`config.mk`:
```
export PLATFORM = sky130hd
export DESIGN_NAME = writeback_arbiter_flat
export DESIGN_NICKNAME = d
export VERILOG_FILES = /design/src/rtl/writeback_arbiter_if.sv /design/src/rtl/writeback_arbiter.sv /design/src/flat_wrapper.sv
export SDC_FILE = /design/constraint.sdc
export NUM_CORES = 1
export LEC_CHECK = 0
export BUFFER_PORTS_ARGS = -buffer_cell sky130_fd_sc_hd__buf_4
export CAP_MARGIN = 30
export CORE_MARGIN = 5
export CORE_UTILIZATION = 35
export DETAILED_ROUTE_END_ITERATION = 8
export GPL_TIMING_DRIVEN = 0
export PLACE_DENSITY = 0.59
export SYNTH_ARGS = -nofsm -noshare
export SYNTH_HDL_FRONTEND = slang
export SYNTH_SLANG_ARGS = --single-unit
export TNS_END_PERCENT = 5
```
`constraint.sdc`:
```
create_clock -name CLK -period 3.8 [get_ports CLK]
set_clock_uncertainty 0.05 [all_clocks]
set_input_delay 0.19 -clock CLK [delete_from_list [all_inputs] [get_ports CLK]]
set_output_delay 0.19 -clock CLK [all_outputs]
set_load 0.02 [all_outputs]
```
`src/rtl/writeback_arbiter_if.sv`:
```
// ============================================================================
// Module      : writeback_arbiter_if
// Description : Handshake and register-file write bundle for writeback_arbiter.
// Revision    : 1.0 - initial release
// ============================================================================
`default_nettype none

interface writeback_arbiter_if;
  logic        aluValid;
  logic [4:0]  aluRd;
  logic [31:0] aluData;
  logic        aluReady;
  logic        ldValid;
  logic [4:0]  ldRd;
  logic [31:0] ldData;
  logic        ldReady;
  logic        WE;
  logic [4:0]  rd;
  logic [31:0] writeBack;
  logic        stallALU;
  logic [31:0] busyMask;

  modport slave (
    input  aluValid, aluRd, aluData, ldValid, ldRd, ldData,
    output aluReady, ldReady, WE, rd, writeBack, stallALU, busyMask
  );

  modport master (
    output aluValid, aluRd, aluData, ldValid, ldRd, ldData,
    input  aluReady, ldReady, WE, rd, writeBack, stallALU, busyMask
  );
endinterface

`default_nettype wire

```
`src/rtl/writeback_arbiter.sv`:
```
// ============================================================================
// Module      : writeback_arbiter
// Description : Merges ALU and buffered load results onto one register-file
//               write port, with starvation-driven ALU bubbles.
// Revision    : 1.0 - initial release
// ============================================================================
`default_nettype none

module writeback_arbiter #(
  parameter int DEPTH      = 4,
  parameter int STARVE_MAX = 8
) (
  input  logic               CLK,
  input  logic               rstControl,
  writeback_arbiter_if.slave bus
);

  localparam int AW = $clog2(DEPTH);
  localparam int CW = (STARVE_MAX > 1) ? $clog2(STARVE_MAX) : 1;
  localparam logic [CW:0] C_STARVE_LIMIT = (CW+1)'(STARVE_MAX - 1);

  logic [AW:0]   r_wr_ptr;
  logic [AW:0]   r_rd_ptr;
  logic [4:0]    r_mem_rd   [DEPTH];
  logic [31:0]   r_mem_data [DEPTH];
  logic          r_we;
  logic [4:0]    r_rd;
  logic [31:0]   r_wb;
  logic          r_stall;
  logic [CW-1:0] r_starve_cnt;

  logic          w_full;
  logic          w_empty;
  logic          w_alu_acc;
  logic          w_alu_claim;
  logic          w_push;
  logic          w_pop;
  logic          w_blocked;
  logic          w_starve_hit;
  logic [CW:0]   w_cnt_inc;
  logic [AW:0]   w_count;
  logic [AW-1:0] w_off;
  logic [31:0]   w_busy;

  assign w_full       = (r_wr_ptr[AW] != r_rd_ptr[AW]) &&
                        (r_wr_ptr[AW-1:0] == r_rd_ptr[AW-1:0]);
  assign w_empty      = (r_wr_ptr == r_rd_ptr);
  assign w_alu_acc    = bus.aluValid & ~r_stall;
  assign w_alu_claim  = w_alu_acc & (bus.aluRd != 5'd0);
  assign w_push       = bus.ldValid & ~w_full & (bus.ldRd != 5'd0);
  assign w_pop        = ~w_alu_claim & ~w_empty;
  assign w_blocked    = w_alu_claim & ~w_empty;
  assign w_cnt_inc    = {1'b0, r_starve_cnt} + (CW+1)'(1);
  assign w_starve_hit = w_blocked & (w_cnt_inc >= C_STARVE_LIMIT);

  // Storage needs no reset: only entries between the pointers are ever read.
  always_ff @(posedge CLK) begin
    if (w_push) begin
      r_mem_rd[r_wr_ptr[AW-1:0]]   <= bus.ldRd;
      r_mem_data[r_wr_ptr[AW-1:0]] <= bus.ldData;
    end
  end

  always_ff @(posedge CLK or negedge rstControl) begin
    if (!rstControl) begin
      r_wr_ptr     <= '0;
      r_rd_ptr     <= '0;
      r_we         <= 1'b0;
      r_rd         <= 5'd0;
      r_wb         <= 32'd0;
      r_stall      <= 1'b0;
      r_starve_cnt <= '0;
    end else begin
      if (w_push) r_wr_ptr <= r_wr_ptr + (AW+1)'(1);
      if (w_pop)  r_rd_ptr <= r_rd_ptr + (AW+1)'(1);

      if (w_alu_claim) begin
        r_we <= 1'b1;
        r_rd <= bus.aluRd;
        r_wb <= bus.aluData;
      end else if (w_pop) begin
        r_we <= 1'b1;
        r_rd <= r_mem_rd[r_rd_ptr[AW-1:0]];
        r_wb <= r_mem_data[r_rd_ptr[AW-1:0]];
      end else begin
        r_we <= 1'b0;
      end

      // A forced bubble is always followed by a pop, so it can never repeat back to back.
      r_stall <= w_starve_hit;
      if (w_pop || w_empty || w_starve_hit) r_starve_cnt <= '0;
      else if (w_blocked)                    r_starve_cnt <= w_cnt_inc[CW-1:0];
    end
  end

  always_comb begin
    w_busy  = 32'd0;
    w_count = r_wr_ptr - r_rd_ptr;
    w_off   = '0;
    for (int i = 0; i < DEPTH; i++) begin
      w_off = AW'(i) - r_rd_ptr[AW-1:0];
      if ({1'b0, w_off} < w_count) w_busy[r_mem_rd[i]] = 1'b1;
    end
    w_busy[0] = 1'b0;
  end

  assign bus.aluReady  = ~r_stall;
  assign bus.ldReady   = ~w_full;
  assign bus.WE        = r_we;
  assign bus.rd        = r_rd;
  assign bus.writeBack = r_wb;
  assign bus.stallALU  = r_stall;
  assign bus.busyMask  = w_busy;

endmodule

`default_nettype wire

```
`src/flat_wrapper.sv`:
```
// flat-port wrapper written by rule: the top's interface ports become plain ports
module writeback_arbiter_flat 
#(
  parameter int DEPTH      = 4,
  parameter int STARVE_MAX = 8
)
  (CLK, rstControl, bus_aluValid, bus_aluRd, bus_aluData, bus_ldValid, bus_ldRd, bus_ldData, bus_aluReady, bus_ldReady, bus_WE, bus_rd, bus_writeBack, bus_stallALU, bus_busyMask);
  writeback_arbiter_if bus_i ();
  input  logic CLK;
  input  logic rstControl;
  input wire logic [$bits(bus_i.aluValid)-1:0] bus_aluValid;
  input wire logic [$bits(bus_i.aluRd)-1:0] bus_aluRd;
  input wire logic [$bits(bus_i.aluData)-1:0] bus_aluData;
  input wire logic [$bits(bus_i.ldValid)-1:0] bus_ldValid;
  input wire logic [$bits(bus_i.ldRd)-1:0] bus_ldRd;
  input wire logic [$bits(bus_i.ldData)-1:0] bus_ldData;
  output wire logic [$bits(bus_i.aluReady)-1:0] bus_aluReady;
  output wire logic [$bits(bus_i.ldReady)-1:0] bus_ldReady;
  output wire logic [$bits(bus_i.WE)-1:0] bus_WE;
  output wire logic [$bits(bus_i.rd)-1:0] bus_rd;
  output wire logic [$bits(bus_i.writeBack)-1:0] bus_writeBack;
  output wire logic [$bits(bus_i.stallALU)-1:0] bus_stallALU;
  output wire logic [$bits(bus_i.busyMask)-1:0] bus_busyMask;
  assign bus_i.aluValid = bus_aluValid;
  assign bus_i.aluRd = bus_aluRd;
  assign bus_i.aluData = bus_aluData;
  assign bus_i.ldValid = bus_ldValid;
  assign bus_i.ldRd = bus_ldRd;
  assign bus_i.ldData = bus_ldData;
  assign bus_aluReady = bus_i.aluReady;
  assign bus_ldReady = bus_i.ldReady;
  assign bus_WE = bus_i.WE;
  assign bus_rd = bus_i.rd;
  assign bus_writeBack = bus_i.writeBack;
  assign bus_stallALU = bus_i.stallALU;
  assign bus_busyMask = bus_i.busyMask;
  writeback_arbiter #(.DEPTH(DEPTH), .STARVE_MAX(STARVE_MAX)) u_core (.CLK(CLK), .rstControl(rstControl), .bus(bus_i));
endmodule
```
==> Word-level counts from Yosys, hierarchy flattened <==
Memories as Yosys holds them, arrays and structs flattened.
Cells that the tools add are included.
{ "word_totals": {"ff_bits": 48, "ramBits": 148, "input_bits": 78, "out_inout_bits": 73, "word_cells": 80, "memories": 2} }
{ "op_classes": {"addsub": 8, "magnitude_cmp": 13, "eq_ne": 3, "n_mux": 22, "bitwise_logic": 14, "n_reduce_logical": 11} }
{ "memory_table": {"columns": ["memory", "depth", "width", "rd", "rd_clocked_by_memory_dff", "wr", "line_no", "text"], "rows": [
  ["u_core.r_mem_data", 4, 32, 1, 0, 1, "writeback_arbiter.sv:25", "logic [31:0] r_mem_data [DEPTH];"],
  ["u_core.r_mem_rd", 4, 5, 5, 0, 1, "writeback_arbiter.sv:24", "logic [4:0] r_mem_rd [DEPTH];"]
]} }
{ "ops": {"columns": ["cell", "count"], "rows": [
  ["32-bit two-way mux", 6],
  ["32-bit bitwise OR", 3],
  ["5-bit by 6-bit < comparator with 1-bit output (second input constant)", 4],
  ["1-bit demux with 5-bit select", 4],
  ["5-bit by 1-bit >= comparator with 1-bit output (second input constant)", 4],
  ["2-bit by 3-bit < comparator with 1-bit output", 4],
  ["5-bit two-way mux", 2],
  ["5-bit nonzero test", 2],
  ["1-bit two-way mux", 8],
  ["1-bit AND", 7],
  ["3-bit by 1-bit adder with 3-bit output (second input constant)", 2],
  ["3-bit two-way mux", 2],
  ["1-bit logical AND", 5],
  ["3-bit by 1-bit adder with 4-bit output (second input constant)", 1],
  ["4-bit by 3-bit >= comparator with 1-bit output (second input constant)", 1],
  ["1-bit NOT", 4],
  ["2-bit nonzero test", 2],
  ["1-bit by 2-bit subtractor with 2-bit output (first input constant)", 2],
  ["2-bit subtractor (first input constant)", 2],
  ["3-bit equality test", 1],
  ["3-bit subtractor", 1],
  ["2-bit equality test", 1],
  ["1-bit logical OR", 2],
  ["1-bit inequality test", 1]
]} }

==> Longest topological paths before layout <==
An unclocked memory read counts as a cell.
{ "logic_depth": {"word_depth": 12, "depth_mapped": 11, "ltp_nobuf": 10} }

==> Worst setup path after synthesis <==
Ideal clock, no wire load.
{ "synth_timing": {"path_kind": "register -> register", "from": "register u_core.r_rd_ptr[1]", "to": "memory u_core.r_mem_data[3][0], enable pin", "setup_ns": 0.399, "arrival_ns": 2.671, "required_time_ns": 3.351, "path_slack_ns": 0.680, "stages_incl_launch_ff": 8, "path_buffers": 2, "synth_period_minus_slack_ns": 3.120, "path_cell_list": "dfrtp_1 buf_2 buf_1 inv_1 ha_1 nand2_1 o22a_1 and3_1"} }
{ "synth_via": {"elab_chain_len": 7} }
{ "synth_lines": {"columns": ["element", "line_no", "text"], "rows": [
  ["start: declaration", "writeback_arbiter.sv:23", "logic [AW:0] r_rd_ptr;"],
  ["start signal: assignment", "writeback_arbiter.sv:75", "if (w_pop) r_rd_ptr <= r_rd_ptr + (AW+1)'(1);"],
  ["2-bit equality test", "writeback_arbiter.sv:46", "(r_wr_ptr[AW-1:0] == r_rd_ptr[AW-1:0]);"],
  ["1-bit logical AND", "writeback_arbiter.sv:45", "assign w_full = (r_wr_ptr[AW] != r_rd_ptr[AW]) &&"],
  ["1-bit NOT", "writeback_arbiter.sv:50", "assign w_push = bus.ldValid & ~w_full & (bus.ldRd != 5'd0);"],
  ["1-bit AND (2 in series)", "writeback_arbiter.sv:50", null],
  ["1-bit two-way mux", "writeback_arbiter.sv:58", "if (w_push) begin"],
  ["1-bit two-way mux (not written as such)", "writeback_arbiter.sv:60", "r_mem_data[r_wr_ptr[AW-1:0]] <= bus.ldData;"],
  ["end: declaration", "writeback_arbiter.sv:25", null]
]} }
No other way between the ends.

==> Final worst setup path <==
{ "layout_timing": {"from": "register u_core.r_wr_ptr[0]", "to": "output bus_busyMask[30]"} }
{ "layout_via": {"elab_chain_len": 9, "elab_cells_between_ends": 12, "cone_classes": "1 x add/sub; 4 x order compare; 4 x mux; 3 x bitwise"} }
{ "layout_lines": {"columns": ["element", "line_no", "text"], "rows": [
  ["start: declaration", "writeback_arbiter.sv:22", "logic [AW:0] r_wr_ptr;"],
  ["start signal: assignment", "writeback_arbiter.sv:74", "if (w_push) r_wr_ptr <= r_wr_ptr + (AW+1)'(1);"],
  ["3-bit subtractor (*)", "writeback_arbiter.sv:98", "w_count = r_wr_ptr - r_rd_ptr;"],
  ["2-bit by 3-bit < comparator with 1-bit output", "writeback_arbiter.sv:102", "if ({1'b0, w_off} < w_count) w_busy[r_mem_rd[i]] = 1'b1;"],
  ["32-bit two-way mux", "writeback_arbiter.sv:102", null],
  ["32-bit bitwise OR (no source line)", null, null],
  ["32-bit two-way mux", "writeback_arbiter.sv:102", null],
  ["32-bit bitwise OR (no source line)", null, null],
  ["32-bit two-way mux", "writeback_arbiter.sv:102", null],
  ["32-bit bitwise OR (no source line)", null, null],
  ["32-bit two-way mux (*)", "writeback_arbiter.sv:102", null],
  ["end: declaration", "flat_wrapper.sv:23", "output wire logic [$bits(bus_i.busyMask)-1:0] bus_busyMask;"]
]} }
Every way passes the cells marked *; elsewhere a longest branch is shown, timed or not.

==> metrics <==
final antenna-violating net count=0; Die H=171 um; root buf cell=clkbuf_16; final hold violations=0; Worst Hold Path EP=u_core.bus.rd[4]; maximum clock path buffer count=2; status=finished, final reports clean; Worst Path Required=3.56 ns; Layout area overhead=33.0%; fin crit share=95.8%; worst hold start=bus_aluValid; io pins=151; initial drt markers=630; final setup fails=0; post-DP HPWL=17300 um; CTS Buf Count=17; cell row count=59; worst skew pair latency=0.43 ns; design area=0.0121 mm^2; Hold Path Class=input pin to flip-flop; leading cell type in the layout, fill and taps excluded=buf_4; Clock transition at path regs=0.07 ns; number of synthesized register bits=196; crit-path max FO=8; detailed-route DRC error count=0; Area contributors post-synth=edfxtp_1 49%, dfrtp_1 13%, mux4_2 9.2%, mux2i_1 4.0%, nand3_1 3.6%; min Tclk post-route=3.64 ns; core box area=0.0258 mm^2; vias in the first global route=6617; most frequent cells in the layout=159 x buf_4, 148 x edfxtp_1, 76 x dlygate4sd3_1; final cell count without fillers=1241; Worst Hold Margin=0.262 ns; Vias/cell=5.27; hold path cells=3; Slew headroom=49.9%; ys flop type=edfxtp_1; Setup crit end kind=primary output; Port Buf Inserts=149; CTS tree=done; dpl cell area=0.0107 mm^2; Die X=171 um; reg-to-reg startpoint=u_core.r_rd_ptr[0]; asr flop ratio synth=24.5%; post-route setup TNS=0 ns; Synth Net Count=736; Fmax=0.275 GHz; Netlist Area Pre-Place=0.00908 mm^2; Max Cap Viol=0; critical path arrival=3.40 ns; EDFF count, synth=148; actual slew at the worst max-slew pin=0.750 ns; yosys warns=0; share of cells above drive strength 1=28.9%; power per cell area=814 mW/mm^2; vias=6534; WL final=24400 um; Worst R2R End=u_core.r_mem_data[3][1]; final core occ=46.9%; sequential element share of the synthesized area=62.2%; Synth area leader=edfxtp_1; GPL Wtd Cong=0.872; post-CTS setup buffers=0; Final Max Slew Viols=0; Total Routing Usage GR=16.9%; Peak VDD IR=0.393 mV; Pre-antenna DRT Iters=5; share of the synthesized area in the top cell type=49.0%; reg2reg setup slack=0.91 ns; R2R depth=8; first-pass GRT wire length=37800 um; H-tree levels=4; Die ar.=0.0293 mm^2; Netlist cell types=39; GRT Residual Overflow=0; P_leak=4.74 nW; cell count after synthesis=644; initial core utilization=35.2%; crit path launch type=flip-flop; Placed Cells=1132; Routed WL per cell=19.6 um; RSZ-0062 raised after global routing=true; # nets final=983; synthesized area per cell=14.1 um^2; kind of critical path=flip-flop to primary output; initial antenna violation count=2; clock sink total=196; largest net degree at the start of global routing=49
-- power by group --
group,internal [mW],switching [mW],leakage [nW]
Combinational,1.97,2.91,2.55
Clock,0.937,0.840,0.286
Sequential,2.93,0.238,1.91
-- kinds of logic after synthesis --
family                     Yosys count  share of synthesized area (%)
and+or+nand+nor                    220                           13.2
DFF                                196                           62.2
AOI/OAI and AO/OA                   72                           5.20
buffers and inverters               59                           3.09
adders and majority gates           14                           2.01
other                                1                         0.0413
muxes                               75                           13.4
xor gates and xnor gates             7                          0.855
-- how the worst max path moves through the flow --
stage	slack, ns	endpoint	from
floorplan	0.68	u_core.r_mem_data[3][0]	u_core.r_rd_ptr[1]
global placement	-0.70	u_core.r_mem_data[3][15]	u_core.r_rd_ptr[1]
detailed placement	-0.22	bus_busyMask[30]	u_core.r_rd_ptr[1]
CTS	0.07	bus_busyMask[30]	u_core.r_rd_ptr[1]
global route	-0.004	bus_busyMask[8]	u_core.r_wr_ptr[0]
finish	0.16	bus_busyMask[30]	u_core.r_wr_ptr[0]
-- worst max-delay path, cell delays in order (launching register included) --
cell and delay, ns:
dfrtp_1 0.42, inv_1 0.16, ha_1 0.24, inv_1 0.08
fa_1 0.53, inv_1 0.08, ha_1 0.33, o21bai_2 0.25
a21oi_1 0.25, a32oi_1 0.34, nand3_1 0.13, buf_4 0.17
-- per-stage QoR --
| step | worst slack (ns) | power (mW) |
|---|---|---|
| 6_report | 0.158 | 9.83 |
| 3_5_place_dp | -0.221 | 8.01 |
| 3_3_place_gp | -0.704 | 7.96 |
| 4_1_cts | 0.0662 | 9.87 |
| 5_1_grt | -0.00425 | 10.5 |
| 2_1_floorplan | 0.680 | 6.36 |
-- cell usage after synthesis (all sizes together) (7+ instances only) --
library cell and number:
edfxtp 148, nand3 65, dfrtp 48, nor2 46
a21oi 39, mux4 37, mux2i 36, buf 30
nand4 25, a32oi 23, clkbuf 20, nand2 19
nand4b 16, ha 13, nor3b 12, and3 9
inv 9, nor2b 8, nor3 7
-- routing by layer --
layer,vias up,wire length [um],GRT usage (%)
met2,249,11700,27.5
met1,3227,10500,22.9
met3,28,1770,4.34
met4,0,355,3.96
li1,3030,-,-
met5,-,0,0
-- layout make-up --
class	instances	area, um^2
Buffer	49	249
Clock buffer	18	429
Antenna cell	2	5.00
Tap cell	335	419
Timing Repair Buffer	229	1960
Inverter	9	33.8
Sequential cell	196	5650
Multi-Input combinational cell	389	3170
Clock inverter	14	164
Fill cell	2285	13700
-- state kept, by name, summed over array words and instances, names as in the netlist --
| register | flops |
|---|---|
| u_core.bus.rd | 5 |
| u_core.r_wr_ptr | 3 |
| u_core.bus.writeBack | 32 |
| u_core.r_rd_ptr | 3 |
| u_core.bus.WE | 1 |
| u_core.r_starve_cnt | 3 |
| u_core.r_mem_data | 128 |
| u_core.r_mem_rd | 20 |
| u_core.bus.stallALU | 1 |
-- repair_timing --
item / CTS / global route
resized for setup: 2 / 4
endpoints found under the setup margin: 31 / 23
hold buffers: 76 / 0
hold endpoints to repair: 234 / 0
No activity file was read; power rests on OpenSTA's default activity.
